<file path="src/rtl/modbus_reg_mirror.sv">
// Modbus RTU master-side register mirror: pairs each 03/06 request with its response,
// verifies CRC and header fields, and updates a bank of 16-bit shadow registers.
module modbus_reg_mirror #(
  parameter int unsigned BASE_ADDR   = 310,
  parameter int unsigned NUM_REGS    = 10,
  parameter int unsigned TIMEOUT_CYC = 50000,
  parameter bit          CHECK_CRC   = 1'b1
) (
  input  logic                    clk,
  input  logic                    reset,
  input  logic                    tx_valid,
  input  logic [47:0]             tx_msg,
  input  logic                    rx_valid,
  input  logic [63:0]             rx_frame,
  output logic                    busy,
  output logic [16*NUM_REGS-1:0]  reg_bank,
  output logic [NUM_REGS-1:0]     reg_upd,
  output logic                    done,
  output logic [2:0]              status,
  output logic [15:0]             crc_err_cnt,
  output logic [15:0]             timeout_cnt
);

  typedef enum logic [1:0] {StIdle, StWaitRsp, StCrc, StCheck} state_e;

  state_e                  state_q, state_d;
  logic [31:0]             req_q, req_d;
  logic                    in_range_q, in_range_d;
  logic [31:0]             idx_q, idx_d;
  logic [63:0]             rsp_q, rsp_d;
  logic [15:0]             crc_q, crc_d;
  logic [2:0]              byte_cnt_q, byte_cnt_d;
  logic [31:0]             tmo_q, tmo_d;
  logic [16*NUM_REGS-1:0]  bank_q, bank_d;
  logic [NUM_REGS-1:0]     upd_q, upd_d;
  logic                    done_q, done_d;
  logic [2:0]              status_q, status_d;
  logic [15:0]             crc_cnt_q, crc_cnt_d;
  logic [15:0]             tmo_cnt_q, tmo_cnt_d;

  logic [31:0] tx_addr;
  logic [7:0]  cur_byte;
  logic [2:0]  chk_status;
  logic [15:0] chk_data;

  // Request write value is never compared; the echoed value in the response is used.
  logic unused_tx_value;
  assign unused_tx_value = ^tx_msg[47:32];

  function automatic logic [15:0] crc_step(input logic [15:0] crc, input logic [7:0] data);
    logic [15:0] c;
    c = crc ^ {8'h00, data};
    for (int k = 0; k < 8; k++) begin
      c = c[0] ? ((c >> 1) ^ 16'hA001) : (c >> 1);
    end
    return c;
  endfunction

  assign tx_addr  = {16'h0000, tx_msg[23:16], tx_msg[31:24]};
  assign cur_byte = rsp_q[{byte_cnt_q, 3'b000} +: 8];

  // Response validation in priority order; data is only meaningful when status is 0.
  always_comb begin
    chk_status = 3'd0;
    chk_data   = 16'h0000;
    if (CHECK_CRC && (crc_q != rsp_q[63:48])) begin
      chk_status = 3'd1;
    end else if (rsp_q[7:0] != req_q[7:0]) begin
      chk_status = 3'd2;
    end else if (rsp_q[15:8] == (req_q[15:8] | 8'h80)) begin
      chk_status = 3'd3;
    end else if (rsp_q[15:8] != req_q[15:8]) begin
      chk_status = 3'd2;
    end else if ((req_q[15:8] == 8'h06) &&
                 ({rsp_q[23:16], rsp_q[31:24]} != {req_q[23:16], req_q[31:24]})) begin
      chk_status = 3'd2;
    end else if (!in_range_q) begin
      chk_status = 3'd5;
    end else if (req_q[15:8] == 8'h03) begin
      if (rsp_q[23:16] != 8'h02) begin
        chk_status = 3'd2;
      end else begin
        chk_data = {rsp_q[31:24], rsp_q[39:32]};
      end
    end else begin
      chk_data = {rsp_q[39:32], rsp_q[47:40]};
    end
  end

  always_comb begin
    state_d    = state_q;
    req_d      = req_q;
    in_range_d = in_range_q;
    idx_d      = idx_q;
    rsp_d      = rsp_q;
    crc_d      = crc_q;
    byte_cnt_d = byte_cnt_q;
    tmo_d      = tmo_q;
    bank_d     = bank_q;
    upd_d      = '0;
    done_d     = 1'b0;
    status_d   = status_q;
    crc_cnt_d  = crc_cnt_q;
    tmo_cnt_d  = tmo_cnt_q;

    unique case (state_q)
      StIdle: begin
        if (tx_valid && ((tx_msg[15:8] == 8'h03) || (tx_msg[15:8] == 8'h06))) begin
          req_d      = tx_msg[31:0];
          in_range_d = (tx_addr >= BASE_ADDR) && (tx_addr < BASE_ADDR + NUM_REGS);
          idx_d      = tx_addr - BASE_ADDR;
          tmo_d      = '0;
          state_d    = StWaitRsp;
        end
      end
      StWaitRsp: begin
        // A response arriving on the expiry cycle takes precedence over the timeout.
        if (rx_valid) begin
          rsp_d      = rx_frame;
          crc_d      = 16'hFFFF;
          byte_cnt_d = '0;
          state_d    = StCrc;
        end else if (tmo_q == TIMEOUT_CYC - 1) begin
          state_d  = StIdle;
          done_d   = 1'b1;
          status_d = 3'd4;
          if (tmo_cnt_q != 16'hFFFF) tmo_cnt_d = tmo_cnt_q + 16'd1;
        end else begin
          tmo_d = tmo_q + 32'd1;
        end
      end
      StCrc: begin
        crc_d      = crc_step(crc_q, cur_byte);
        byte_cnt_d = byte_cnt_q + 3'd1;
        if (byte_cnt_q == 3'd5) state_d = StCheck;
      end
      StCheck: begin
        state_d  = StIdle;
        done_d   = 1'b1;
        status_d = chk_status;
        if (chk_status == 3'd0) begin
          for (int i = 0; i < int'(NUM_REGS); i++) begin
            if (idx_q == 32'(i)) begin
              bank_d[16*i +: 16] = chk_data;
              upd_d[i]           = 1'b1;
            end
          end
        end
        if ((chk_status == 3'd1) && (crc_cnt_q != 16'hFFFF)) crc_cnt_d = crc_cnt_q + 16'd1;
      end
      default: state_d = StIdle;
    endcase
  end

  always_ff @(posedge clk) begin
    if (reset) begin
      state_q    <= StIdle;
      req_q      <= '0;
      in_range_q <= 1'b0;
      idx_q      <= '0;
      rsp_q      <= '0;
      crc_q      <= 16'hFFFF;
      byte_cnt_q <= '0;
      tmo_q      <= '0;
      bank_q     <= '0;
      upd_q      <= '0;
      done_q     <= 1'b0;
      status_q   <= 3'd0;
      crc_cnt_q  <= '0;
      tmo_cnt_q  <= '0;
    end else begin
      state_q    <= state_d;
      req_q      <= req_d;
      in_range_q <= in_range_d;
      idx_q      <= idx_d;
      rsp_q      <= rsp_d;
      crc_q      <= crc_d;
      byte_cnt_q <= byte_cnt_d;
      tmo_q      <= tmo_d;
      bank_q     <= bank_d;
      upd_q      <= upd_d;
      done_q     <= done_d;
      status_q   <= status_d;
      crc_cnt_q  <= crc_cnt_d;
      tmo_cnt_q  <= tmo_cnt_d;
    end
  end

  assign busy        = (state_q != StIdle);
  assign reg_bank    = bank_q;
  assign reg_upd     = upd_q;
  assign done        = done_q;
  assign status      = status_q;
  assign crc_err_cnt = crc_cnt_q;
  assign timeout_cnt = tmo_cnt_q;

endmodule

</file>
<file path="config.mk">
export PLATFORM = sky130hd
export DESIGN_NAME = modbus_reg_mirror
export DESIGN_NICKNAME = d
export VERILOG_FILES = /design/src/rtl/modbus_reg_mirror.sv
export SDC_FILE = /design/constraint.sdc
export NUM_CORES = 1
export LEC_CHECK = 0
export ABC_AREA = 1
export CORE_MARGIN = 5
export CORE_UTILIZATION = 45
export CTS_CLUSTER_SIZE = 40
export DETAILED_ROUTE_END_ITERATION = 8
export PLACE_DENSITY = 0.7
export SYNTH_ARGS = -nofsm -noshare
export SYNTH_HDL_FRONTEND = slang
export SYNTH_SLANG_ARGS = --single-unit
</file>
<file path="constraint.sdc">
create_clock -name clk -period 4.1 [get_ports clk]
set_clock_uncertainty 0.1 [all_clocks]
set_input_delay 0.82 -clock clk [delete_from_list [all_inputs] [get_ports clk]]
set_output_delay 0.82 -clock clk [all_outputs]
set_load 0.03 [all_outputs]
</file>
==> impl_metrics.env, run 1 <==
export IMPL_place_congestion=0.969
export IMPL_detailed_place_hpwl_um=40300
export IMPL_cts_path_max_buffers=3
export IMPL_status="complete, no violations"
export IMPL_core_mm2=0.0395
export IMPL_worstSetupStartpointType="flop"
export IMPL_overflow=0
export IMPL_power_density_mw_per_mm2=344
export IMPL_ioPinCount=323
export IMPL_synth_async_sr_flop_share_pct=0
export IMPL_antenna_found_initial=0
export IMPL_ys_warn_count=0
export IMPL_layout_common_cells="nand2_1 (520), dfxtp_1 (372), nor2_1 (343), clkdlybuf4s50_1 (305), inv_1 (298)"
export IMPL_synth_seq_area_share_pct=41.7
export IMPL_area_growth_pct=26.0
export IMPL_synth_seq_cells=372
export IMPL_yosys_most_used_dff="dfxtp_1"
export IMPL_clockRootBuffer="clkbuf_16"
export IMPL_synth_edff_count=0
export IMPL_path_buf_inv=1
export IMPL_final_area_mm2=0.0225
export IMPL_postPlaceCellArea_mm2=0.0211
export IMPL_vdd_drop_max_mv=0.240
export IMPL_finalHoldViolCount=0
export IMPL_syn_avg_cell_area_um2=7.22
export IMPL_grt_max_degree=145
export IMPL_cts_tree="built"
export IMPL_r2r_start="rsp_q[16]$_SDFFE_PP0P_"
export IMPL_r2r_end="reg_upd[3]$_SDFF_PP0_"
export IMPL_ff2ff_path_depth=12
export IMPL_grt_pass1_wl_um=86900
export IMPL_wl_um=56200
export IMPL_clock_latency_ns=0.57
export IMPL_viasPerCell=5.18
export IMPL_slowest_delay_ns=0.60
export IMPL_first_global_vias=15600
export IMPL_hold_slack_ns=0.365
export IMPL_period_needed_ns=3.35
export IMPL_worstSetupPathType="flop to flop"
export IMPL_cp_required_ns=4.46
export IMPL_path_cells="xnor2_1, nand4_1, nor2_1, nand2_1, nand2_2, nand2_1, o21ai_4, nand3_1, nor2_2, buf_4, nand3_1, nor3_1"
export IMPL_cp_arrival_ns=3.71
export IMPL_cp_top_family="simple AND/OR/NAND/NOR gates"
export IMPL_clkTransAtPathRegs_ns=0.06
export IMPL_synth_cells=2473
export IMPL_cp_depth=12
export IMPL_setup_tns_ns=0
export IMPL_vias=17000
export IMPL_cts_resized=0
export IMPL_drtAntennaViolNets=0
export IMPL_grt_use_total_pct=24.5
export IMPL_n_antenna_cell=0
export IMPL_timing_final_ws_setup_ns=0.749
export IMPL_synth_distinct_cells=55
export IMPL_post_cts_buffers=0
export IMPL_fin_nets=2846
export IMPL_slew_viol_final=0
export IMPL_numCtsBuffers=42
export IMPL_final_common_cell="nand2_1"
export IMPL_drive_gt1_share_pct=7.95
export IMPL_ctsHtreeMaxLevel=2
export IMPL_worstMarginPinSlew_ns=1.14
export IMPL_die_area_mm2=0.0438
export IMPL_start_util_pct=45.2
export IMPL_drc=0
export IMPL_synth_cell_area_mm2=0.0179
export IMPL_die_w_um=209
export IMPL_end_kind="flop"
export IMPL_first_pass_iters=5
export IMPL_cpMaxStageDelayCell="o21ai_4"
export IMPL_fill_cells=3628
export IMPL_cellLeakagePower_nw=9.42
export IMPL_syn_nets=2595
export IMPL_crit_start="rsp_q[16]$_SDFFE_PP0P_"
export IMPL_slew_headroom_pct=23.7
export IMPL_wl_per_cell_um=17.1
export IMPL_rsz0062_at_grt="no"
export IMPL_ctsHoldBuffers=0
export IMPL_io_buffers=306
export IMPL_clkSinkCount=372
export IMPL_min_path_type="flop to flop"
export IMPL_die_h_um=209
export IMPL_finalPower_mw=7.74
export IMPL_reg2reg_slack_ns=0.75
export IMPL_maxCapViolations=0
export IMPL_post_place_ws_ns=0.780
export IMPL_drtIter0Drc=1355
export IMPL_rows=73
export IMPL_max_freq_mhz=298
export IMPL_critPathMaxFanout=29
export IMPL_period_share_pct=81.7
export IMPL_setup_viol=0
export IMPL_endpoint="reg_upd[3]$_SDFF_PP0_"
==> where the power goes <==
group | total [mW] | internal [mW] | switching, mW | leakage [nW]
Clock | 3.82 | 2.26 | 1.56 | 0.677
Sequential | 3.63 | 3.62 | 0.00699 | 3.00
Combinational | 0.297 | 0.128 | 0.170 | 5.75
Total | 7.74 | 6.01 | 1.74 | 9.42
==> layout make-up <==
type / count / area, um^2 / area share, %
clock inverters: 18 / 223 / 0.990
repair buffers: 324 / 3220 / 14.3
clock buffers: 56 / 1160 / 5.17
inverters: 334 / 1260 / 5.60
flip-flops and latches: 372 / 7450 / 33.1
well taps: 525 / 657 / 2.92
multi-input cells: 1650 / 8520 / 37.9
==> worst reg2reg max path, cell delays in order (launching register included) <==
cell and delay, ns:
dfxtp_1 0.52, xnor2_1 0.17, nand4_1 0.10, nor2_1 0.14, nand2_1 0.10, nand2_2 0.30
nand2_1 0.16, o21ai_4 0.60, nand3_1 0.17, nor2_2 0.13, buf_4 0.33, nand3_1 0.23
nor3_1 0.19
==> synthesized netlist by cell type (5+ instances only) <==
master / count / area share [%]
xor2_1: 24 / 1.2
nor3_1: 48 / 1.3
a22o_1: 8 / 0.39
buf_2: 20 / 0.56
o22ai_1: 31 / 1.1
ha_1: 6 / 0.42
o21a_1: 5 / 0.21
inv_1: 299 / 6.3
buf_4: 6 / 0.25
nand2_2: 5 / 0.18
inv_2: 24 / 0.50
buf_6: 18 / 1.1
o21ai_1: 16 / 0.45
clkbuf_1: 67 / 1.4
nand3_1: 101 / 2.8
a31oi_1: 5 / 0.18
nor4_1: 32 / 1.1
o21ai_0: 143 / 4.0
buf_1: 5 / 0.11
nand4_1: 33 / 1.2
dfxtp_1: 372 / 42
nor3b_1: 22 / 0.93
clkinv_1: 8 / 0.17
nor2_1: 344 / 7.2
a21oi_1: 151 / 4.2
nand3_4: 9 / 0.88
nand2_1: 520 / 11
xnor2_1: 34 / 1.7
nor3b_2: 71 / 5.0
==> stage by stage <==
| step | util (%) | std cells |
|---|---|---|
| 2_1_floorplan | - | 2473 |
| 3_3_place_gp | 53.5 | 3205 |
| 3_5_place_dp | 53.5 | 3205 |
| 4_1_cts | 57.0 | 3279 |
| 5_1_grt | 57.0 | 3279 |
| 6_report | 57.0 | 3279 |
==> worst min path at each step <==
stage,endpoint,cells after the start,start,slack [ns]
2_1_floorplan,idx_q[14]$_SDFFE_PP0P_,2,idx_q[14]$_SDFFE_PP0P_,0.33
3_3_place_gp,idx_q[5]$_SDFFE_PP0P_,2,idx_q[5]$_SDFFE_PP0P_,0.34
3_5_place_dp,idx_q[14]$_SDFFE_PP0P_,2,idx_q[14]$_SDFFE_PP0P_,0.35
4_1_cts,idx_q[14]$_SDFFE_PP0P_,2,idx_q[14]$_SDFFE_PP0P_,0.36
5_1_grt,idx_q[14]$_SDFFE_PP0P_,2,idx_q[14]$_SDFFE_PP0P_,0.37
6_report,idx_q[14]$_SDFFE_PP0P_,2,idx_q[14]$_SDFFE_PP0P_,0.36
==> layer usage <==
metal / vias to the layer above / share of wire (%) / GRT usage (%)
met1: 7914 / 44 / 33.1
met5: - / 0 / 0
met2: 575 / 47 / 41.0
met4: 0 / 2.5 / 7.07
met3: 84 / 6.1 / 3.77
li1: 8420 / - / -
==> logic make-up (layout without fill, tap and decap cells) <==
| group | Yosys count | count (layout) | share of synthesized area, % |
|---|---|---|---|
| flip-flops | 372 | 372 | 41.7 |
| AO/OA/AOI/OAI | 376 | 376 | 11.4 |
| adder cells (fa/ha/maj) | 6 | 6 | 0.420 |
| buffers and inverters | 451 | 732 | 10.6 |
| AND/OR/NAND/NOR | 1209 | 1209 | 33.0 |
| XOR/XNOR | 59 | 59 | 2.94 |
==> flip-flops by register name (all words and copies together), names as in the netlist, named ones only <==
| register | count |
|---|---|
| status | 3 |
| crc_q | 16 |
| state_q | 1 |
| tmo_q | 32 |
| byte_cnt_q | 3 |
| crc_err_cnt | 16 |
| in_range_q | 1 |
| idx_q | 16 |
| rsp_q | 64 |
| req_q | 32 |
| reg_bank | 160 |
| reg_upd | 10 |
| done | 1 |
| timeout_cnt | 16 |
Power figures use the tool's default switching activity.
==> run 2: changes to the inputs <==
clock period = 3.34 ns   (was 4.1 ns; I/O delays follow)
==> impl_metrics.env, run 2 (same netlist as run 1, synthesis figures left out) <==
export IMPL_status="complete, no violations"
export IMPL_cp_depth=10
export IMPL_holdPathStages=2
export IMPL_cts_path_max_buffers=3
export IMPL_detailed_place_hpwl_um=40600
export IMPL_numCtsBuffers=41
export IMPL_grt_pass1_wl_um=87100
export IMPL_die_w_um=209
export IMPL_power_density_mw_per_mm2=417
export IMPL_ioPinCount=323
export IMPL_dp_cells=3223
export IMPL_gr_max_usage_layer="met2"
export IMPL_min_path_type="flop to flop"
export IMPL_ff2ff_path_depth=10
export IMPL_area_growth_pct=26.7
export IMPL_cpMaxStageDelayCell="nand3_4"
export IMPL_io_buffers=306
export IMPL_wl_um=56200
export IMPL_fill_cells=3665
export IMPL_layout_common_cells="nand2_1 (520), dfxtp_1 (372), nor2_1 (343), clkdlybuf4s50_1 (305), inv_1 (298)"
export IMPL_grt_use_met2_pct=40.2
export IMPL_vdd_drop_max_mv=0.319
export IMPL_maxCapViolations=0
export IMPL_drc=0
export IMPL_cp_arrival_ns=3.18
export IMPL_end_kind="flop"
export IMPL_grtUsageMet3_pct=3.14
export IMPL_max_freq_mhz=355
export IMPL_first_global_vias=15700
export IMPL_largest_reg_flops=160
export IMPL_finalHoldViolCount=0
export IMPL_period_needed_ns=2.82
export IMPL_vias=17000
export IMPL_ctsHoldBuffers=0
export IMPL_multi_input_area_mm2=0.00852
export IMPL_place_congestion=0.923
export IMPL_critPathMaxFanout=32
export IMPL_cts_resized=0
export IMPL_drtIter0Drc=1208
export IMPL_cp_top_family="simple AND/OR/NAND/NOR gates"
export IMPL_timing_final_ws_setup_ns=0.525
export IMPL_core_mm2=0.0395
export IMPL_grt_max_degree=121
export IMPL_drive_gt1_share_pct=8.62
export IMPL_setup_tns_ns=0
export IMPL_post_place_ws_ns=0.298
export IMPL_slowest_delay_ns=0.41
export IMPL_period_share_pct=84.3
export IMPL_antenna_found_initial=0
export IMPL_regArea_mm2=0.00745
export IMPL_met1_usage_pct=33.4
export IMPL_viasPerCell=5.17
export IMPL_overflow=0
export IMPL_die_area_mm2=0.0438
export IMPL_first_pass_iters=5
export IMPL_final_common_cell="nand2_1"
export IMPL_ctsHtreeMaxLevel=2
export IMPL_rows=73
export IMPL_cellLeakagePower_nw=9.52
export IMPL_n_antenna_cell=0
export IMPL_path_buf_inv=1
export IMPL_grt_use_total_pct=24.6
export IMPL_cts_tree="built"
export IMPL_cp_required_ns=3.71
export IMPL_clkTransAtPathRegs_ns=0.06
export IMPL_start_util_pct=45.2
export IMPL_rsz0062_at_grt="no"
export IMPL_drtAntennaViolNets=0
export IMPL_worstSetupPathType="flop to flop"
export IMPL_clock_latency_ns=0.56
export IMPL_final_util_pct=57.3
export IMPL_fin_nets=2863
export IMPL_clockRootBuffer="clkbuf_16"
export IMPL_die_h_um=209
export IMPL_postPlaceCellArea_mm2=0.0213
export IMPL_wl_per_cell_um=17.1
export IMPL_post_cts_buffers=0
export IMPL_final_cells=3297
export IMPL_setup_viol=0
export IMPL_slew_headroom_pct=41.7
export IMPL_final_area_mm2=0.0226
export IMPL_clkSinkCount=372
export IMPL_worstMarginPinSlew_ns=0.875
export IMPL_slew_viol_final=0
export IMPL_worstSetupStartpointType="flop"
export IMPL_path_cells="inv_1, nand4_1, nor4_4, nand2_2, nand4_1, nand2_2, nor2_8, nand3_4, nand2_1, nor3b_1"
[run 2: changes by cell type in the layout (fill, tap and decap cells not counted)]
cell | previous run | this run
clkbuf_1 | 8 | 6
clkinv_8 | 1 | 0
buf_4 | 16 | 33
buf_12 | 2 | 3
clkbuf_16 | 42 | 43
inv_6 | 2 | 3
bufinv_16 | 4 | 3
inv_8 | 1 | 0
clkinvlp_4 | 3 | 2
clkinv_2 | 10 | 14
[run 2: routing by layer]
layer  part of all wire [%]  vias to the layer above
met5                      0                        -
met4                    3.4                        0
met3                    6.2                      119
met2                     47                      618
met1                     44                     7849
li1                       -                     8450
[run 2: through the flow]
| step | power (mW) | hold slack (ns) |
|---|---|---|
| 2_1_floorplan | 4.72 | 0.328 |
| 3_3_place_gp | 4.91 | 0.344 |
| 3_5_place_dp | 4.92 | 0.350 |
| 5_1_grt | 9.71 | 0.357 |
| 4_1_cts | 9.51 | 0.328 |
| 6_report | 9.43 | 0.359 |
[run 2: tightest hold or removal path, delay by kind of cell (launching register included)]
kind	cells	cell delay (ns)
flip-flops	1	0.31
AND/OR/NAND/NOR	2	0.11
[run 2: power breakdown]
group	switching [mW]	leakage [nW]	internal [mW]	total, mW
clock network	1.88	0.679	2.72	4.61
registers	0.00763	3.00	4.45	4.45
logic	0.207	5.84	0.158	0.366
total	2.10	9.52	7.33	9.43
[run 2: final timing paths]
kind,slack (ns),endpoint,startpoint
worst min-delay path,0.36,idx_q[14]$_SDFFE_PP0P_,idx_q[14]$_SDFFE_PP0P_
worst min register to register,0.36,idx_q[14]$_SDFFE_PP0P_,idx_q[14]$_SDFFE_PP0P_
worst max register to register,0.52,reg_bank[64]$_SDFFE_PP0P_,req_q[15]$_SDFFE_PP0P_
worst max-delay path,0.52,reg_bank[64]$_SDFFE_PP0P_,req_q[15]$_SDFFE_PP0P_
[run 2: cell type report]
| type | count | area share (%) |
|---|---|---|
| multi-input combinational | 1650 | 37.7 |
| sequential | 372 | 32.9 |
| timing repair buffer | 342 | 14.9 |
| inverter | 334 | 5.57 |
| clock buffer | 55 | 5.22 |
| tap | 525 | 2.90 |
| clock inverter | 19 | 0.824 |
==> run 3: changes to the inputs <==
PLACE_DENSITY = 0.73   (was 0.7)
clock period = 2.3 ns   (was 3.34 ns; I/O delays follow)
==> impl_metrics.env, run 3 (same netlist as run 1, synthesis figures left out) <==
export IMPL_critPathMaxFanout=8
export IMPL_final_area_mm2=0.0275
export IMPL_ioPinCount=323
export IMPL_clock_latency_ns=0.59
export IMPL_wl_um=68100
export IMPL_path_cells="xnor2_2, nand4_1, nor4_4, buf_4, nand2_4, nor2_4, nand4_1, nand2_2, nor2_8, buf_12, nand3_4, buf_12, buf_16, nor2_4, nor3b_2"
export IMPL_drtIter0Drc=1721
export IMPL_wl_per_cell_um=19.0
export IMPL_rows=73
export IMPL_grt_use_total_pct=27.2
export IMPL_period_share_pct=116
export IMPL_drtAntennaViolNets=0
export IMPL_period_needed_ns=2.67
export IMPL_timing_final_ws_setup_ns=-0.374
export IMPL_dp_cells=3432
export IMPL_layout_common_cells="nand2_1 (417), dfxtp_1 (351), clkdlybuf4s50_1 (291), inv_1 (286), nor2_1 (263)"
export IMPL_cp_arrival_ns=3.06
export IMPL_cp_top_family="simple AND/OR/NAND/NOR gates"
export IMPL_die_w_um=209
export IMPL_slew_viol_final=0
export IMPL_hold_path_startpoint="reset"
export IMPL_antenna_found_initial=0
export IMPL_die_area_mm2=0.0438
export IMPL_largest_reg_flops=160
export IMPL_worstSetupStartpointType="flop"
export IMPL_detailed_place_hpwl_um=43200
export IMPL_fin_nets=3141
export IMPL_die_h_um=209
export IMPL_end_kind="flop"
export IMPL_whs_endpoint="tmo_q[17]$_SDFFE_PP0P_"
export IMPL_r2r_end="reg_bank[42]$_SDFFE_PP0P_"
export IMPL_maxCapViolations=0
export IMPL_postPlaceCellArea_mm2=0.0233
export IMPL_first_pass_iters=5
export IMPL_core_mm2=0.0395
export IMPL_slowest_delay_ns=0.35
export IMPL_grt_pass1_wl_um=96300
export IMPL_setup_viol=176
export IMPL_finalHoldViolCount=0
export IMPL_start_util_pct=45.2
export IMPL_drive_gt1_share_pct=27.9
export IMPL_status="finished, violations left"
export IMPL_drc=0
export IMPL_area_growth_pct=53.9
export IMPL_place_congestion=0.958
export IMPL_violations="setup timing"
export IMPL_worstMarginPinSlew_ns=0.723
export IMPL_ctsHtreeMaxLevel=2
export IMPL_power_density_mw_per_mm2=516
export IMPL_final_common_cell="nand2_1"
export IMPL_ctsHoldBuffers=0
export IMPL_numCtsBuffers=41
export IMPL_final_cells=3575
export IMPL_cts_path_max_buffers=3
export IMPL_holdPathStages=2
export IMPL_cellLeakagePower_nw=11.8
export IMPL_hold_slack_ns=0.134
export IMPL_r2r_start="req_q[2]$_SDFFE_PP0P_"
export IMPL_slew_headroom_pct=51.8
export IMPL_final_util_pct=69.6
export IMPL_cp_required_ns=2.69
export IMPL_n_antenna_cell=0
export IMPL_path_buf_inv=4
export IMPL_cts_tree="built"
export IMPL_ff2ff_path_depth=15
export IMPL_rsz0062_at_grt="yes"
export IMPL_min_path_type="input port to flop"
export IMPL_clkSinkCount=372
export IMPL_finalPower_mw=14.2
export IMPL_grt_max_degree=114
export IMPL_cpMaxStageDelayCell="dfxtp_4"
export IMPL_worstSetupPathType="flop to flop"
export IMPL_io_buffers=306
export IMPL_vdd_drop_max_mv=0.533
export IMPL_clkTransAtPathRegs_ns=0.07
export IMPL_max_freq_mhz=374
export IMPL_crit_start="req_q[2]$_SDFFE_PP0P_"
export IMPL_clockRootBuffer="clkbuf_16"
export IMPL_vias=19300
export IMPL_viasPerCell=5.39
export IMPL_overflow=0
export IMPL_reg2reg_slack_ns=-0.37
export IMPL_first_global_vias=17900
[run 3: metrics by stage]
stage	setup TNS, ns	setup WS, ns
2_1_floorplan	0	0.0166
3_3_place_gp	-37.68	-0.425
3_5_place_dp	-51.88	-0.440
4_1_cts	-21.76	-0.223
5_1_grt	-67.68	-0.514
6_report	-46.65	-0.374
[run 3: timing repair]
action                     CTS  global route
setup endpoints to repair  211           240
gates resized for setup    171           357
cloned                      16            14
buffers inserted            26            22
pin swaps                   12           108
[run 3: area by class of cell]
cell class                 count  area, um^2
tap                          525         657
multi-input combinational   1650       10100
timing repair inverter         1        8.76
clock buffer                  50        1120
sequential                   372        7480
timing repair buffer         619        6520
inverter                     334        1300
fill                        2954       12000
clock inverter                24         315
[run 3: worst max-delay path by stage]
stage,endpoint,slack [ns],depth (start not counted)
floorplan,crc_err_cnt[14]$_SDFFE_PP0P_,0.02,11
global placement,tmo_q[11]$_SDFFE_PP0P_,-0.43,11
detailed placement,tmo_q[11]$_SDFFE_PP0P_,-0.44,11
CTS,reg_bank[12]$_SDFFE_PP0P_,-0.22,14
global route,reg_bank[17]$_SDFFE_PP0P_,-0.51,15
finish,reg_bank[42]$_SDFFE_PP0P_,-0.37,15
[run 3: power by group]
part           total (mW)  switching, mW  internal, mW
Sequential           6.46         0.0120          6.45
Combinational       0.686          0.367         0.320
Clock                7.04           2.87          4.17
Total                14.2           3.25          10.9
[run 3: routing by layer]
layer	vias up	wire [um]	global-route usage, %
li1	9048	-	-
met4	0	3540	11.5
met2	912	33000	46.7
met3	221	5060	4.37
met1	9077	26500	33.8
met5	-	0	0
